<file path="src/rtl/fetch_ctrl_pkg.sv">
// Shared types and defaults for the instruction-fetch sequencer.
// Holds the text base, the IM size, and the bad-PC check.
package fetch_ctrl_pkg;

   localparam logic [31:0] DEFAULT_RESET_PC = 32'h0000_3000;
   localparam int          DEFAULT_IM_AW    = 10;

   typedef enum logic {
      RUN,
      HALT
   } fetch_state_t;

   typedef struct packed {
      logic [31:0] pc;
      logic [31:0] instr;
   } fetch_entry_t;

   // A PC is unusable if it is misaligned or falls outside the IM window.
   // Addresses below the base wrap to a huge offset, so they also fail.
   function automatic logic pc_is_bad(input logic [31:0] pc,
                                      input logic [31:0] base,
                                      input int unsigned im_aw);
      logic [31:0] offset;
      logic [32:0] limit;
      offset = pc - base;
      limit  = 33'd4 << im_aw;
      return (pc[1:0] != 2'b00) || ({1'b0, offset} >= limit);
   endfunction

endpackage

</file>
<file path="src/rtl/fetch_ctrl_if.sv">
// IF->ID handshake and redirect request bundle of the fetch sequencer.
interface fetch_ctrl_if;

   logic        if_valid;
   logic [31:0] if_instr;
   logic [31:0] if_pc;
   logic        id_ready;
   logic        redirect_valid;
   logic [31:0] redirect_pc;

   modport master (
      output if_valid,
      output if_instr,
      output if_pc,
      input  id_ready,
      input  redirect_valid,
      input  redirect_pc
   );

   modport slave (
      input  if_valid,
      input  if_instr,
      input  if_pc,
      output id_ready,
      output redirect_valid,
      output redirect_pc
   );

endinterface

</file>
<file path="src/rtl/fetch_ctrl_fifo.sv">
// Two-entry {pc,instr} fetch FIFO; slot0 is always the registered head.
// Flush beats enqueue, and the head reads as zero while the FIFO is empty.
module fetch_ctrl_fifo
   import fetch_ctrl_pkg::*;
(
   input  logic         clk,
   input  logic         rst_n,
   input  logic         flush,
   input  logic         enq,
   input  logic         deq,
   input  fetch_entry_t din,
   output logic         full,
   output logic         empty,
   output fetch_entry_t head
);

   fetch_entry_t slot0;
   fetch_entry_t slot1;
   logic [1:0]   count;
   logic         deq_ok;
   logic         enq_ok;

   assign empty  = (count == 2'd0);
   assign full   = (count == 2'd2);
   assign deq_ok = deq && !empty;
   assign enq_ok = enq && (!full || deq_ok);
   assign head   = empty ? '0 : slot0;

   always_ff @(posedge clk) begin
      if (!rst_n || flush) begin
         count <= 2'd0;
         slot0 <= '0;
         slot1 <= '0;
      end else begin
         case ({enq_ok, deq_ok})
            2'b11: begin
               // Count is unchanged; with two entries the tail shifts up.
               if (count == 2'd2) begin
                  slot0 <= slot1;
                  slot1 <= din;
               end else begin
                  slot0 <= din;
               end
            end
            2'b10: begin
               if (count == 2'd0) slot0 <= din;
               else               slot1 <= din;
               count <= count + 2'd1;
            end
            2'b01: begin
               slot0 <= slot1;
               count <= count - 2'd1;
            end
            default: ;
         endcase
      end
   end

endmodule

</file>
<file path="src/rtl/fetch_ctrl.sv">
// Instruction-fetch sequencer: owns the PC, addresses the 1K IM, queues
// fetched {pc,instr} pairs for ID, and halts on an out-of-range PC.
module fetch_ctrl
   import fetch_ctrl_pkg::*;
#(
   parameter logic [31:0] RESET_PC = DEFAULT_RESET_PC,
   parameter int          IM_AW    = DEFAULT_IM_AW
)(
   input  logic              clk,
   input  logic              rst_n,
   fetch_ctrl_if.master      bus,
   output logic [IM_AW-1:0]  im_addr,
   input  logic [31:0]       im_dout,
   output logic              fault,
   output logic [31:0]       fault_pc
);

   fetch_state_t state;
   fetch_state_t next_state;
   logic [31:0]  pc;
   logic         pc_bad;
   logic         redirect;
   logic         deq;
   logic         fetch_en;
   logic         fifo_full;
   logic         fifo_empty;
   fetch_entry_t fifo_head;

   assign redirect = bus.redirect_valid;
   assign pc_bad   = pc_is_bad(pc, RESET_PC, IM_AW);
   assign deq      = bus.if_valid && bus.id_ready;

   // The base is word aligned, so the word-index subtraction never borrows
   // from the byte-offset bits and matches (pc - RESET_PC)[IM_AW+1:2].
   assign im_addr = pc[IM_AW+1:2] - RESET_PC[IM_AW+1:2];

   always_ff @(posedge clk) begin
      if (!rst_n) state <= RUN;
      else        state <= next_state;
   end

   always_comb begin
      next_state = state;
      if (redirect)                    next_state = RUN;
      else if (state == RUN && pc_bad) next_state = HALT;
   end

   always_comb begin
      fault    = (state == HALT);
      fetch_en = (state == RUN) && !pc_bad && !redirect && (!fifo_full || deq);
   end

   // A redirect outranks both the sequential advance and fault capture.
   always_ff @(posedge clk) begin
      if (!rst_n) begin
         pc       <= RESET_PC;
         fault_pc <= 32'd0;
      end else if (redirect) begin
         pc <= bus.redirect_pc;
      end else begin
         if (fetch_en) pc <= pc + 32'd4;
         if (state == RUN && pc_bad) fault_pc <= pc;
      end
   end

   fetch_ctrl_fifo u_fifo (
      .clk   (clk),
      .rst_n (rst_n),
      .flush (redirect),
      .enq   (fetch_en),
      .deq   (deq),
      .din   ('{pc: pc, instr: im_dout}),
      .full  (fifo_full),
      .empty (fifo_empty),
      .head  (fifo_head)
   );

   assign bus.if_valid = !fifo_empty;
   assign bus.if_pc    = fifo_head.pc;
   assign bus.if_instr = fifo_head.instr;

endmodule

</file>
<file path="src/flat_wrapper.sv">
// flat-port wrapper written by rule: the top's interface ports become plain ports
module fetch_ctrl_flat import fetch_ctrl_pkg::*;
#(
   parameter logic [31:0] RESET_PC = DEFAULT_RESET_PC,
   parameter int          IM_AW    = DEFAULT_IM_AW
)
  (clk, rst_n, im_addr, im_dout, fault, fault_pc, bus_if_valid, bus_if_instr, bus_if_pc, bus_id_ready, bus_redirect_valid, bus_redirect_pc);
  fetch_ctrl_if bus_i ();
  input  logic clk;
  input  logic rst_n;
  output logic [IM_AW-1:0] im_addr;
  input  logic [31:0] im_dout;
  output logic fault;
  output logic [31:0] fault_pc;
  output wire logic [$bits(bus_i.if_valid)-1:0] bus_if_valid;
  output wire logic [$bits(bus_i.if_instr)-1:0] bus_if_instr;
  output wire logic [$bits(bus_i.if_pc)-1:0] bus_if_pc;
  input wire logic [$bits(bus_i.id_ready)-1:0] bus_id_ready;
  input wire logic [$bits(bus_i.redirect_valid)-1:0] bus_redirect_valid;
  input wire logic [$bits(bus_i.redirect_pc)-1:0] bus_redirect_pc;
  assign bus_if_valid = bus_i.if_valid;
  assign bus_if_instr = bus_i.if_instr;
  assign bus_if_pc = bus_i.if_pc;
  assign bus_i.id_ready = bus_id_ready;
  assign bus_i.redirect_valid = bus_redirect_valid;
  assign bus_i.redirect_pc = bus_redirect_pc;
  fetch_ctrl #(.RESET_PC(RESET_PC), .IM_AW(IM_AW)) u_core (.clk(clk), .rst_n(rst_n), .bus(bus_i), .im_addr(im_addr), .im_dout(im_dout), .fault(fault), .fault_pc(fault_pc));
endmodule
</file>
<file path="config.mk">
export PLATFORM = sky130hd
export DESIGN_NAME = fetch_ctrl_flat
export DESIGN_NICKNAME = d
export VERILOG_FILES = /design/src/rtl/fetch_ctrl_pkg.sv /design/src/rtl/fetch_ctrl_if.sv /design/src/rtl/fetch_ctrl_fifo.sv /design/src/rtl/fetch_ctrl.sv /design/src/flat_wrapper.sv
export SDC_FILE = /design/constraint.sdc
export NUM_CORES = 1
export LEC_CHECK = 0
export CAP_MARGIN = 20
export CORE_ASPECT_RATIO = 1.75
export CORE_UTILIZATION = 55
export DETAILED_ROUTE_END_ITERATION = 8
export PLACE_DENSITY = 0.85
export SYNTH_ARGS = -nofsm -noshare
export SYNTH_HDL_FRONTEND = slang
export SYNTH_SLANG_ARGS = --single-unit
</file>
<file path="constraint.sdc">
create_clock -name clk -period 8.3 [get_ports clk]
set_input_delay 1.66 -clock clk [delete_from_list [all_inputs] [get_ports clk]]
set_output_delay 1.66 -clock clk [all_outputs]
set_load 0.01 [all_outputs]
</file>
==> results of run 1 <==
[worst max-delay path, stage by stage]
cell             delay, ns
clkdlybuf4s50_1       0.50
and2_2                0.24
buf_4                 0.32
inv_1                 0.65
ha_1                  0.89
nor2_1                0.22
a211oi_4              0.89
buf_4                 0.54
nand2_1               0.12
a21oi_1               0.17
[routing by layer]
metal	global-route usage (%)	vias to the layer above
met1	33.92	4066
li1	-	4124
met5	0	-
met3	4.677	69
met2	46.98	354
met4	13.41	0
[how the worst max path moves through the flow]
stage | from | end | slack [ns]
finish | bus_id_ready | u_core.u_fifo.slot1[51] | 2.39
floorplan | bus_redirect_valid | u_core.u_fifo.slot1[54] | 4.20
CTS | bus_id_ready | u_core.u_fifo.slot1[51] | 2.51
global route | bus_id_ready | u_core.u_fifo.slot1[54] | 2.14
detailed placement | bus_id_ready | u_core.u_fifo.slot1[34] | 2.12
global placement | bus_id_ready | u_core.u_fifo.slot1[35] | 2.27
[flip-flops by register name (all words and copies together) (netlist names)]
signal,cells
u_core.fault,1
u_core.fault_pc,32
u_core.u_fifo.count,2
u_core.pc,32
u_core.u_fifo.slot0,64
u_core.u_fifo.slot1,64
[cells in the final DEF (no fill, tap or decap), drive strengths merged, types with 2 or more instances in the layout]
| cell type | count |
|---|---|
| a211oi | 44 |
| a21oi | 91 |
| a221oi | 22 |
| a22oi | 42 |
| a31o | 5 |
| a31oi | 22 |
| a32o | 4 |
| and2 | 66 |
| and3 | 2 |
| and4 | 2 |
| buf | 14 |
| clkbuf | 18 |
| clkdlybuf4s50 | 173 |
| clkinv | 4 |
| clkinvlp | 2 |
| dfxtp | 195 |
| ha | 5 |
| inv | 13 |
| mux2i | 25 |
| nand2 | 221 |
| nand2b | 3 |
| nand3 | 70 |
| nand4 | 5 |
| nor2 | 12 |
| nor2b | 21 |
| nor3 | 49 |
| nor4 | 3 |
| o21ai | 67 |
| or3 | 2 |
| xnor2 | 5 |
| xor2 | 7 |
[layout make-up]
cell class,count,area (um^2),area share (%)
inverters,6,22.52,0.1965
well taps,224,280.3,2.446
clock inverters,14,166.4,1.452
multi-input cells,806,4781,41.72
clock buffers,18,429.2,3.745
flip-flops and latches,195,3904,34.06
repair buffers,187,1877,16.38
[cell usage after synthesis, types with 5 or more instances]
master and instances:
buf_4 16, nand3_1 70, buf_6 5, nor2_1 12, nand2_1 221, a31o_2 5
ha_1 5, nor3_1 48, nor2b_1 21, clkbuf_1 95, a31oi_1 22, a221oi_1 22
xor2_1 7, inv_1 6, o21ai_0 67, a211oi_2 39, and2_1 66, a21oi_1 91
a211oi_1 5, xnor2_1 5, mux2i_1 25, a22oi_1 42, dfxtp_1 195, buf_1 11
nand4_1 5
[metrics by stage]
stage                     hold WS [ns]  cell area [um^2]  setup slack (ns)  instances
after detailed placement        0.4462             10840             2.122       1417
after global routing            0.4724             11460             2.135       1450
after floorplan                 0.4360              9251             4.201       1138
after global placement          0.4413             10800             2.266       1415
final                           0.4560             11460             2.390       1450
after CTS                       0.4565             11430             2.508       1449
[logic make-up after synthesis]
group	share of synthesized area (%)
DFF	42.20
AOI/OAI and AO/OA	22.91
xor gates and xnor gates	1.136
adders and majority gates	0.6762
muxes	2.827
buffers and inverters	6.668
and+or+nand+nor	23.59
[power groups by stage]
stage / Sequential [mW] / Clock [mW] / Combinational [mW]
5_1_grt: 0.984 / 0.871 / 0.181
2_1_floorplan: 0.987 / 0 / 0.108
3_3_place_gp: 1.00 / 0 / 0.162
6_report: 0.982 / 0.819 / 0.167
3_5_place_dp: 1.00 / 0 / 0.165
4_1_cts: 0.981 / 0.831 / 0.166
==> summary.md, run 1 <==
| Metric | Value |
|---|---|
| Status | `finished clean` |
| EDFF count, synth | `0` |
| Worst-path clk slew | `0.08 ns` |
| Cell count after synthesis | `about 1,100` |
| Reg2Reg Capture Point | `u_core.u_fifo.slot1[51]` |
| Met2 wire length | `12,240 um` |
| Worst Path Required | `8.63 ns` |
| Clock Path Buffers | `2` |
| Avg Cell Area, Syn | `8.130 um^2` |
| Util after Layout | `69.68%` |
| Worst-Margin Slew | `1.089 ns` |
| Seq pwr share | `between 40% and 50%` |
| Detail Route Antenna Nets | `0` |
| Layout cells sized above 1 | `8.401%` |
| Main flop type after synthesis | `dfxtp_1` |
| Syn_nets | `1,211` |
| RSZ-0062 raised after global routing | `no` |
| # diodes | `0` |
| CP arrival | `6.24 ns` |
| Worst Hold End | `u_core.u_fifo.slot1[22]` |
| Setup violators final | `0` |
| Worst vdd ir | `128.2 uV` |
| # resized after CTS | `0` |
| PortBufs | `175` |
| Met3 wire len | `1381 um` |
| Sw Ratio | `25.53%` |
| Clock sink count | `195` |
| Slew Limit Fails | `0` |
| Average wire per standard cell | `16.73 um` |
| Top Ports | `between 150 and 200` |
| Clock latency on the worst-skew pair | `around 0.43 ns` |
| DRC viols | `0` |
| Final WL | `24,260 um` |
| Pre-Repair DR Iteration Count | `5` |
| Core Box Area | `16,450 um^2` |
| Power Density | `171.7 nW/um^2` |
| F_max | `169.2 MHz` |
| Crit Path Max Fanout | `67` |
| Synth cell types | `44` |
| Post-synthesis sequential element count | `about 200` |
| Total power | `1.968 mW` |
| Post-CTS Hold Buffers | `0` |
| Vias in the first global route | `7,988` |
| Gate power share | `8.5%` |
| Uppermost layer routed | `met4` |
| Ys async rst share | `0%` |
| Initial antenna violation count | `0` |
| Final GP Congestion | `a little over 0.9` |
| Met1 WL | `9679 um` |
| Worst Hold Launch | `u_core.u_fifo.slot1[22]` |
| Initial detailed-routing violation count | `661` |
| Setup crit start kind | `input port` |
| Fillcell total | `1,305` |
| Die Area | `approximately 17,000 um^2` |
| Post-Syn Area | `approximately 9000 um^2` |
| Clock root cell | `clkbuf_16` |
| Register-to-register setup slack | `2.92 ns` |
| Synth area leaders | `dfxtp_1 (42%), nand2_1 (9.0%), a211oi_2 (5.3%)` |
| Final worst path period share | `71.20%` |
| R2R depth | `12` |
| Max cap viols | `0` |
| Crit Path Class | `in2reg` |
| Die W | `100.0 um` |
| TritonCTS Buffers | `17` |
| Largest net degree at the start of global routing | `101` |
| Critical R2R Launch | `u_core.u_fifo.count[0]` |
| Via count | `8,613` |
| Clock power frac | `41.6%` |
| Post-CTS setup buffers | `0` |
| Die Y-Extent | `173.6 um` |
| Post-DP HPWL | `~15,000 um` |
| All-Layer GR Usage | `~28%` |
| Internal power | `1.466 mW` |
| Leakage power total | `around 3.8 nW` |
| Crit. End Element | `flop` |
| Syn. warnings | `0` |
| Seq/Total Area, Yosys | `42.20%` |
| Net Sw Power | `502.4 uW` |
| Layout Nets | `~1,300` |
| Rows | `62` |
| Final hold viol count | `0` |
| Vias/cell | `5.940` |
| CTS tree | `yes` |
| P&R area growth vs syn | `23.87%` |
| Starting Density | `56.25%` |
| Global-route wire length before repair | `39,020 um` |
| Final min period | `5.910 ns` |
| Share of the synthesized area in the top cell type | `a little over two fifths` |
| Area leader, netlist | `dfxtp_1` |
| Gr ovfl total | `0` |
| Setup TNS | `0 ns` |
| Hold Crit Class | `reg2reg` |
| H-tree levels | `4` |
| Hold path cells | `2` |
| Worst Skew | `0.01496 ns` |
| Slew Limit Headroom | `27.18%` |
Note: power is estimated with default switching activity, not from simulation.
==> run 2, diff against run 1 <==
- CORE_UTILIZATION: 55 -> 47
- PLACE_DENSITY: 0.85 -> 0.77
- clock period: 8.3 -> 5.2 ns (I/O delays scaled with it)
==> summary.md, run 2 (same netlist as run 1, synthesis figures left out) <==
| Metric | Value |
|---|---|
| Vias in the first global route | `7,843 (-1.8%)` |
| Final hold viol count | `0 (unchanged)` |
| Initial antenna violation count | `0 (unchanged)` |
| Die Y-Extent | `187.6 um (+8.1%)` |
| Clock root cell | `clkbuf_16` |
| Post-CTS setup buffers | `0 (unchanged)` |
| Max cap viols | `0 (unchanged)` |
| Status | `finished clean` |
| Worst-path clk slew | `0.07 ns (about the same)` |
| P&R area growth vs syn | `24.60%` |
| Crit Path Class | `reg2reg` |
| Initial detailed-routing violation count | `520 (-21%)` |
| Placed Instances | `1,445 (+2.0%)` |
| Power Density | `271.8 nW/um^2 (+58%)` |
| Vias/cell | `5.677 (-4.4%)` |
| Rows | `67 (+8.1%)` |
| Hold Crit Class | `reg2reg` |
| Setup TNS | `0 ns (unchanged)` |
| Post-DP HPWL | `15,940 um (+3.5%)` |
| Setup violators final | `0 (unchanged)` |
| Worst vdd ir | `197.9 uV (+54%)` |
| Commonest non-fill, non-tap cells in the layout | `nand2_1 (218), dfxtp_1 (195), clkdlybuf4s50_1 (173), a21oi_1 (90), nand3_1 (70)` |
| Die W | `108.1 um (+8.0%)` |
| DRC viols | `0 (unchanged)` |
| Average wire per standard cell | `16.81 um (+0.47%)` |
| Commonest non-fill, non-tap cell in the layout | `nand2_1` |
| Grt met1 use | `31.20% (-2.7 points)` |
| Largest net degree at the start of global routing | `98 (-3.0%)` |
| TritonCTS Buffers | `17 (unchanged)` |
| Via count | `8,379 (-2.7%)` |
| Clock latency on the worst-skew pair | `0.44 ns (about the same)` |
| All-Layer GR Usage | `24.69% (-3.1 points)` |
| Slowest-stage cell, CP | `a2111oi_4` |
| Worst-Margin Slew | `1.018 ns (-0.07107 ns)` |
| CP max stage delay | `0.65 ns (-0.24 ns)` |
| GR peak layer | `met2` |
| Final WL | `24,810 um (+2.3%)` |
| Worst Skew | `0.01351 ns (-0.001456 ns)` |
| Pre-Repair DR Iteration Count | `5 (unchanged)` |
| RSZ-0062 raised after global routing | `no` |
| H-tree levels | `4 (unchanged)` |
| Worst slack at placement | `1.070 ns (-1.052 ns)` |
| Starting Density | `48.19% (-8.1 points)` |
| Post-CTS Hold Buffers | `0 (unchanged)` |
| Setup crit start kind | `flop` |
| Final worst setup slack | `1.354 ns (-1.037 ns)` |
| Crit. End Element | `flop` |
| Final non-filler cell total | `1,476 (+1.8%)` |
| Met3 Track Usage GR | `3.962% (-0.71 points)` |
| Leakage power total | `3.826 nW (+0.99%)` |
| Clock Path Buffers | `2 (unchanged)` |
| Crit Path Max Fanout | `39 (-42%)` |
| Top Ports | `176 (unchanged)` |
| Clock sink count | `195 (unchanged)` |
| Util after Layout | `60.05% (-9.6 points)` |
| Met2 usage | `40.72% (-6.3 points)` |
| Final min period | `3.846 ns` |
| Layout Nets | `1,296 (+0.78%)` |
| Final worst path period share | `73.97%` |
| Global-route wire length before repair | `40,220 um (+3.1%)` |
| # resized after CTS | `0 (unchanged)` |
| CTS tree | `yes` |
| Final GP Congestion | `0.8334 (-9.6%)` |
| Slew Limit Fails | `0 (unchanged)` |
| Die Area | `20,270 um^2 (+17%)` |
| Slew Limit Headroom | `32.15% (+5.0 points)` |
| Worst Path Required | `5.47 ns (-3.16 ns)` |
| Core Box Area | `19,200 um^2 (+17%)` |
| PortBufs | `175 (unchanged)` |
| CP arrival | `4.12 ns (-2.12 ns)` |
| CP Cell Sequence | `nor3_2 > nand2_1 > a2111oi_4 > nand3_1 > inv_1 > ha_1 > nor2_1 > a21oi_1 > nand2_2 > buf_12 > nand2_1 > a21oi_1` |
| Gr ovfl total | `0 (unchanged)` |
| F_max | `roughly 260 MHz` |
| Detail Route Antenna Nets | `0 (unchanged)` |
| Largest registers | `u_core.u_fifo.slot0: 64 flops, u_core.u_fifo.slot1: 64 flops` |
| # diodes | `0 (unchanged)` |
| Layout cells sized above 1 | `9.150% (+0.75 points)` |
[run 2: area by class of cell]
cell class	instances	area, um^2
Clock inverter	12	121.4
Multi-Input combinational cell	806	4781
Timing Repair Buffer	197	1944
Fill cell	1673	7670
Tap cell	241	301.5
Sequential cell	195	3904
Clock buffer	19	452.9
Inverter	6	22.52
[run 2: path summary, 6_finish.rpt]
check             depth (start not counted)                 endpoint  slack [ns]               startpoint
setup / recovery                         12  u_core.u_fifo.slot1[32]        1.35            u_core.pc[15]
hold reg to reg                           2  u_core.u_fifo.slot1[41]        0.46  u_core.u_fifo.slot1[41]
hold / removal                            2  u_core.u_fifo.slot1[41]        0.46  u_core.u_fifo.slot1[41]
setup reg to reg                         12  u_core.u_fifo.slot1[32]        1.35            u_core.pc[15]
[run 2: report_power, final]
| group | internal [mW] | leakage (nW) | switching, mW | total (mW) |
|---|---|---|---|---|
| Clock | 0.695 | 0.280 | 0.601 | 1.30 |
| Combinational | 0.134 | 1.97 | 0.135 | 0.268 |
| Sequential | 1.52 | 1.58 | 0.0484 | 1.57 |
| Total | 2.35 | 3.83 | 0.784 | 3.13 |
[run 2: per-layer routing]
metal / vias to the layer above / wire length, um
li1: 4136 / -
met1: 3946 / 10530
met2: 255 / 12320
met3: 42 / 1239
met4: 0 / 713
met5: - / 0
[run 2: per-stage QoR]
stage / instance area [um^2] / hold slack [ns] / power [mW]
6_report: 11530 / 0.4555 / 3.133
5_1_grt: 11530 / 0.4691 / 3.235
4_1_cts: 11530 / 0.4561 / 3.152
3_5_place_dp: 10950 / 0.4460 / 1.868
3_3_place_gp: 10950 / 0.4420 / 1.864
2_1_floorplan: 9251 / 0.4360 / 1.746
[run 2: worst max-delay path, delay by kind of cell, from the launching register on]
family                     cells  cell delay (ns)
and+or+nand+nor                6             1.57
DFF                            1             0.43
adders and majority gates      1             0.26
AOI/OAI and AO/OA              3             0.88
buffers and inverters          2             0.53
